### config.mk
export PLATFORM = sky130hd
export DESIGN_NAME = sequenciador_medicao_flat
export DESIGN_NICKNAME = d
export VERILOG_FILES = /design/src/rtl/sequenciador_medicao_if.sv /design/src/rtl/sequenciador_medicao.sv /design/src/flat_wrapper.sv
export SDC_FILE = /design/constraint.sdc
export NUM_CORES = 1
export LEC_CHECK = 0
export CORE_MARGIN = 5
export CORE_UTILIZATION = 52
export CTS_BUF_LIST = sky130_fd_sc_hd__clkbuf_8
export DETAILED_ROUTE_END_ITERATION = 6
export PLACE_DENSITY_LB_ADDON = 0.3
export SLEW_MARGIN = 10
export SYNTH_ARGS = -nofsm -noshare
export SYNTH_HDL_FRONTEND = slang
export SYNTH_SLANG_ARGS = --single-unit
### constraint.sdc
create_clock -name clock -period 2.3 [get_ports clock]
set_clock_uncertainty 0.1 [all_clocks]
set_input_delay 0.46 -clock clock [delete_from_list [all_inputs] [get_ports clock]]
set_output_delay 0.46 -clock clock [all_outputs]
set_load 0.01 [all_outputs]
### src/rtl/sequenciador_medicao_if.sv
// Sensor and classifier handshake bundle for the level-measurement sequencer.
interface sequenciador_medicao_if;
  logic        pede_medida;
  logic        medida_pronta;
  logic [11:0] medida_in;
  logic        zera_class;
  logic        iniciar_class;
  logic [11:0] medida1;
  logic [11:0] medida2;
  logic [11:0] medida3;
  logic        fim_classificacao;
  logic        descartar_medida;
  logic [11:0] media_in;
  logic [2:0]  classe_in;

  modport master (
    output pede_medida, zera_class, iniciar_class, medida1, medida2, medida3,
    input  medida_pronta, medida_in, fim_classificacao, descartar_medida, media_in, classe_in
  );

  modport slave (
    input  pede_medida, zera_class, iniciar_class, medida1, medida2, medida3,
    output medida_pronta, medida_in, fim_classificacao, descartar_medida, media_in, classe_in
  );
endinterface

### src/rtl/sequenciador_medicao.sv
// Sequences one water-level measurement: three sensor samples, classifier clear/start,
// publish average/class, retry on discard, repeat every INTERVALO cycles while enabled.
module sequenciador_medicao #(
  parameter int INTERVALO      = 1000,
  parameter int TIMEOUT        = 50000,
  parameter int MAX_TENTATIVAS = 3
) (
  input  logic                          clock,
  input  logic                          zera,
  input  logic                          ligar,
  sequenciador_medicao_if.master        bus,
  output logic [11:0]                   media_out,
  output logic [2:0]                    classe_out,
  output logic                          atualiza,
  output logic                          falha_medida,
  output logic                          erro_sensor,
  output logic                          ocupado
);

  localparam int TW  = $clog2(TIMEOUT) + 1;
  localparam int IW  = $clog2(INTERVALO) + 1;
  localparam int NW  = $clog2(MAX_TENTATIVAS) + 1;

  typedef enum logic [2:0] {
    OCIOSO, PEDE, AGUARDA, LIMPA, INICIA, ESPERA_CLASS, INTERVALO_ST, ERRO
  } estado_t;

  estado_t         estado, prox;
  logic [TW-1:0]   tcnt;
  logic [IW-1:0]   icnt;
  logic [NW-1:0]   tent;
  logic [1:0]      idx;
  logic [11:0]     m1, m2, m3;
  logic            erro_r;

  logic amostra, estourou, fim_ok, fim_desc, esgotou, expira;

  assign amostra  = (estado == AGUARDA) && bus.medida_pronta;
  assign estourou = (estado == AGUARDA) && !bus.medida_pronta && (tcnt == TW'(TIMEOUT - 1));
  assign fim_ok   = (estado == ESPERA_CLASS) && bus.fim_classificacao && !bus.descartar_medida;
  assign fim_desc = (estado == ESPERA_CLASS) && bus.fim_classificacao && bus.descartar_medida;
  assign esgotou  = (tent == NW'(MAX_TENTATIVAS - 1));
  assign expira   = (estado == INTERVALO_ST) && (icnt == IW'(INTERVALO - 2));

  always_ff @(posedge clock) begin
    if (zera) estado <= OCIOSO;
    else      estado <= prox;
  end

  always_comb begin
    prox = estado;
    case (estado)
      OCIOSO:       if (ligar) prox = PEDE;
      PEDE:         prox = AGUARDA;
      AGUARDA: begin
        if (amostra)       prox = (idx == 2'd2) ? LIMPA : PEDE;
        else if (estourou) prox = ERRO;
      end
      LIMPA:        prox = INICIA;
      INICIA:       prox = ESPERA_CLASS;
      ESPERA_CLASS: begin
        if (fim_ok)                  prox = INTERVALO_ST;
        else if (fim_desc && esgotou) prox = INTERVALO_ST;
        else if (fim_desc)           prox = PEDE;
      end
      INTERVALO_ST: if (expira) prox = ligar ? PEDE : OCIOSO;
      ERRO:         if (!ligar) prox = OCIOSO;
      default:      prox = OCIOSO;
    endcase
  end

  always_comb begin
    bus.pede_medida   = (estado == PEDE);
    bus.zera_class    = (estado == LIMPA);
    bus.iniciar_class = (estado == INICIA);
    atualiza          = fim_ok;
    falha_medida      = fim_desc && esgotou;
    ocupado           = (estado != OCIOSO) && (estado != ERRO);
  end

  // Counters are loaded so the timeout and interval land on exact cycle counts
  // from the pede_medida / atualiza pulses.
  always_ff @(posedge clock) begin
    if (zera) begin
      tcnt       <= '0;
      icnt       <= '0;
      tent       <= '0;
      idx        <= '0;
      m1         <= '0;
      m2         <= '0;
      m3         <= '0;
      erro_r     <= 1'b0;
      media_out  <= '0;
      classe_out <= '0;
    end else begin
      icnt <= (estado == INTERVALO_ST) ? icnt + 1'b1 : '0;
      case (estado)
        OCIOSO: if (ligar) begin
          tent   <= '0;
          idx    <= '0;
          erro_r <= 1'b0;
        end
        PEDE: tcnt <= TW'(1);
        AGUARDA: begin
          if (amostra) begin
            case (idx)
              2'd0:    m1 <= bus.medida_in;
              2'd1:    m2 <= bus.medida_in;
              2'd2:    m3 <= bus.medida_in;
              default: ;
            endcase
            idx <= idx + 2'd1;
          end else if (estourou) begin
            erro_r <= 1'b1;
          end else if (tcnt < TW'(TIMEOUT)) begin
            tcnt <= tcnt + 1'b1;
          end
        end
        ESPERA_CLASS: begin
          if (fim_ok) begin
            media_out  <= bus.media_in;
            classe_out <= bus.classe_in;
          end
          if (fim_desc) begin
            tent <= tent + 1'b1;
            idx  <= '0;
          end
        end
        INTERVALO_ST: if (expira) begin
          tent <= '0;
          idx  <= '0;
        end
        default: ;
      endcase
    end
  end

  assign bus.medida1 = m1;
  assign bus.medida2 = m2;
  assign bus.medida3 = m3;
  assign erro_sensor = erro_r;

endmodule

### src/flat_wrapper.sv
// flat-port wrapper written by rule: the top's interface ports become plain ports
module sequenciador_medicao_flat 
#(
  parameter int INTERVALO      = 1000,
  parameter int TIMEOUT        = 50000,
  parameter int MAX_TENTATIVAS = 3
)
  (clock, zera, ligar, media_out, classe_out, atualiza, falha_medida, erro_sensor, ocupado, bus_pede_medida, bus_zera_class, bus_iniciar_class, bus_medida1, bus_medida2, bus_medida3, bus_medida_pronta, bus_medida_in, bus_fim_classificacao, bus_descartar_medida, bus_media_in, bus_classe_in);
  sequenciador_medicao_if bus_i ();
  input  logic clock;
  input  logic zera;
  input  logic ligar;
  output logic [11:0] media_out;
  output logic [2:0] classe_out;
  output logic atualiza;
  output logic falha_medida;
  output logic erro_sensor;
  output logic ocupado;
  output wire logic [$bits(bus_i.pede_medida)-1:0] bus_pede_medida;
  output wire logic [$bits(bus_i.zera_class)-1:0] bus_zera_class;
  output wire logic [$bits(bus_i.iniciar_class)-1:0] bus_iniciar_class;
  output wire logic [$bits(bus_i.medida1)-1:0] bus_medida1;
  output wire logic [$bits(bus_i.medida2)-1:0] bus_medida2;
  output wire logic [$bits(bus_i.medida3)-1:0] bus_medida3;
  input wire logic [$bits(bus_i.medida_pronta)-1:0] bus_medida_pronta;
  input wire logic [$bits(bus_i.medida_in)-1:0] bus_medida_in;
  input wire logic [$bits(bus_i.fim_classificacao)-1:0] bus_fim_classificacao;
  input wire logic [$bits(bus_i.descartar_medida)-1:0] bus_descartar_medida;
  input wire logic [$bits(bus_i.media_in)-1:0] bus_media_in;
  input wire logic [$bits(bus_i.classe_in)-1:0] bus_classe_in;
  assign bus_pede_medida = bus_i.pede_medida;
  assign bus_zera_class = bus_i.zera_class;
  assign bus_iniciar_class = bus_i.iniciar_class;
  assign bus_medida1 = bus_i.medida1;
  assign bus_medida2 = bus_i.medida2;
  assign bus_medida3 = bus_i.medida3;
  assign bus_i.medida_pronta = bus_medida_pronta;
  assign bus_i.medida_in = bus_medida_in;
  assign bus_i.fim_classificacao = bus_fim_classificacao;
  assign bus_i.descartar_medida = bus_descartar_medida;
  assign bus_i.media_in = bus_media_in;
  assign bus_i.classe_in = bus_classe_in;
  sequenciador_medicao #(.INTERVALO(INTERVALO), .TIMEOUT(TIMEOUT), .MAX_TENTATIVAS(MAX_TENTATIVAS)) u_core (.clock(clock), .zera(zera), .ligar(ligar), .bus(bus_i), .media_out(media_out), .classe_out(classe_out), .atualiza(atualiza), .falha_medida(falha_medida), .erro_sensor(erro_sensor), .ocupado(ocupado));
endmodule
==> out/results.txt <==
worst path cell trace: or4_4 -> a31oi_4 -> o211ai_4 -> buf_12 -> or4_1 -> nand2_1
Critical-path top delay cell: or4_4
Top Family by Delay on Critical Path: simple AND/OR/NAND/NOR gates
Yosys cell types: 49
1st-iter DRT viols: 173
hold crit path type: register to register
Yosys reg bits: 88
Detailed Route WL: 10.2 mm
num ports: 91
reg-to-reg slack, setup: 0.11 ns
via count: 3707
pwr/cell area: 796 nW/um2
hold slack: 0.357 ns
Final setup viols: 0
final net count: 629
worst-skew pair later-pin latency: 0.35 ns
Worst slew margin: 0.611
pre-CTS WS: -0.390 ns
unrepaired setup endpoints after global routing: false
GRT met3 Usage: 0.0555
DRT Pass-1 Iters: 4
Yosys warning count: 0
CTS Buffer Depth: 2
critical path arrival: 2.39 ns
ys flop type: dfxtp_1
M2 GR Usage: 0.393
number of max-cap violations: 0
post-route ant nets: 0
Initial Utilization: 0.533
CP Capture Type: register
first-pass GRT wire length: 16.4 mm
Num CTS Buffers: 9
global route hottest layer: met2
GR Util All Layers: 0.225
Leakage: 1.85 nW
clock slew at reported path FFs: 0.09 ns
Wirelength per Cell: 14.8 um
layout cells sized above 1: 0.108
most frequent cells in the layout: nand2_1, dfxtp_1, clkdlybuf4s50_1
GPL Wtd Cong: 0.940
Root Driver: clkbuf_8
vias in the first global route: 3605
num rows: 31
Fill cells: 574
initial antenna violation count: 0
largest net degree at the start of global routing: 51
Die ar.: 9260 um2
Post-Syn Area per Cell: 7.96 um2
Peak supply drop: 0.535 mV
EDFF count, synth: 0
final hold vios: 0
# diodes: 0
synthesis-to-layout area growth: 35.9%
DRC: 0
final core occ: 0.725
Peak Freq: 457 MHz
Die H: 96.2 um
critical path class: register to register
total grt overflow: 0
dpl cells: 676
Cell Area, Synth: 3870 um2
Syn Nets: 527
final slew viol count: 0
PortBufs: 90
Core Area: 7250 um2
post-CTS setup buffer count: 0
outcome: finished clean
Final Critical Period: 2.19 ns
critical-path maximum fanout: 13
most common cell after layout, fill and taps aside: nand2_1
clk sink count: 88
Vias/cell: 5.36
CP Launch Type: register
Buf/Inv on CP: 1
Worst EP required: 2.50 ns
Die X-Extent: 96.2 um
met1 usage: 0.261
Worst-Margin Slew: 0.582 ns
Post-synth ARST share: 0
Final Non-Filler Cells: 692
final worst-path cycle share: 0.952
final setup margin: 0.110 ns
sequential area share after synthesis: 0.456
CP max stage delay: 0.56 ns
hpwl dp: 7.32 mm
CTS tree: done
H-tree depth: 3
Syn Inst Count: 486
[synth_stat cells, types with 3 or more instances]
cell | instances | area [um2]
dfxtp_1 | 88 | 1760
ha_1 | 8 | 100
o21ai_1 | 5 | 25.0
o31ai_1 | 4 | 30.0
nand2_1 | 126 | 473
a31oi_1 | 3 | 18.8
nand4_1 | 7 | 43.8
and3_1 | 8 | 50.1
or4_1 | 9 | 67.6
or3_1 | 6 | 37.5
xor2_1 | 4 | 35.0
nand3_1 | 13 | 65.1
xnor2_1 | 5 | 43.8
or2_2 | 3 | 18.8
nor2_1 | 28 | 105
nor2b_1 | 4 | 25.0
and2_1 | 6 | 37.5
o21ai_0 | 6 | 30.0
o211ai_1 | 7 | 52.6
nor3_1 | 7 | 35.0
a21oi_1 | 68 | 340
clkbuf_1 | 22 | 82.6
inv_1 | 13 | 48.8
[worst paths after layout]
path | startpoint | endpoint | cells after the start
min | u_core.bus.medida1[0]$_SDFFE_PP0P_ | u_core.bus.medida1[0]$_SDFFE_PP0P_ | 2
max | u_core.tcnt[11]$_SDFFE_PP0P_ | u_core.tcnt[10]$_SDFFE_PP0P_ | 6
max reg2reg | u_core.tcnt[11]$_SDFFE_PP0P_ | u_core.tcnt[10]$_SDFFE_PP0P_ | 6
min reg2reg | u_core.bus.medida1[0]$_SDFFE_PP0P_ | u_core.bus.medida1[0]$_SDFFE_PP0P_ | 2
[tightest hold or removal path, cell delays in order, from the launching register on]
cell and delay, ns:
dfxtp_1 0.31, nand2_1 0.05, a21oi_1 0.05
[per-layer routing]
layer	wire, um	vias up	part of all wire
li1	-	1869	-
met1	4240	1735	0.41
met2	5290	90	0.52
met3	551	13	0.054
met4	165	0	0.016
met5	0	-	0
[where the power goes]
| group | leakage [nW] | switching, W | internal, W | total, W |
|---|---|---|---|---|
| clock network | 0.118 | 0.000573 | 0.000656 | 0.00123 |
| registers | 0.711 | 0.0000863 | 0.00160 | 0.00168 |
| logic | 1.02 | 0.000675 | 0.000596 | 0.00127 |
| total | 1.85 | 0.00133 | 0.00285 | 0.00418 |
[per-stage QoR]
step                      power (W)  area (um2)  setup TNS (ns)
final                       0.00418        5260               0
after global routing        0.00440        5260               0
after CTS                   0.00419        5240               0
after detailed placement    0.00292        4980           -4.51
after global placement      0.00289        4980           -3.39
after floorplan             0.00244        3870               0
[flip-flops by register name, indices dropped and copies added (netlist names), 2 cells and up]
| register | count |
|---|---|
| u_core.classe_out | 3 |
| u_core.icnt | 11 |
| u_core.tent | 3 |
| u_core.bus.medida3 | 12 |
| u_core.bus.medida1 | 12 |
| u_core.bus.medida2 | 12 |
| u_core.tcnt | 17 |
| u_core.idx | 2 |
| u_core.estado | 3 |
| u_core.media_out | 12 |
[area by class of cell]
| type | instances | area (um2) | share of cell area |
|---|---|---|---|
| Sequential cell | 88 | 1770 | 0.336 |
| Multi-Input combinational cell | 358 | 1970 | 0.375 |
| Inverter | 13 | 48.8 | 0.00929 |
| Tap cell | 99 | 124 | 0.0236 |
| Clock buffer | 10 | 138 | 0.0262 |
| Clock inverter | 6 | 95.1 | 0.0181 |
| Timing Repair Buffer | 118 | 1120 | 0.212 |
[timing repair]
action | in CTS | in global routing
hold buffers | 0 | 0
resized for setup | 13 | 5
setup endpoints to repair | 6 | 26
[cells by family (layout without fill, tap and decap cells)]
family	after synthesis	in the layout	synth area share
simple gates	232	232	0.281
compound gates	106	106	0.162
flops	88	88	0.456
buf+inv	40	147	0.0469
xor+xnor	9	9	0.0204
fa+ha+maj	8	8	0.0259
mux	3	3	0.00809
Note: power is estimated with default switching activity, not from simulation.
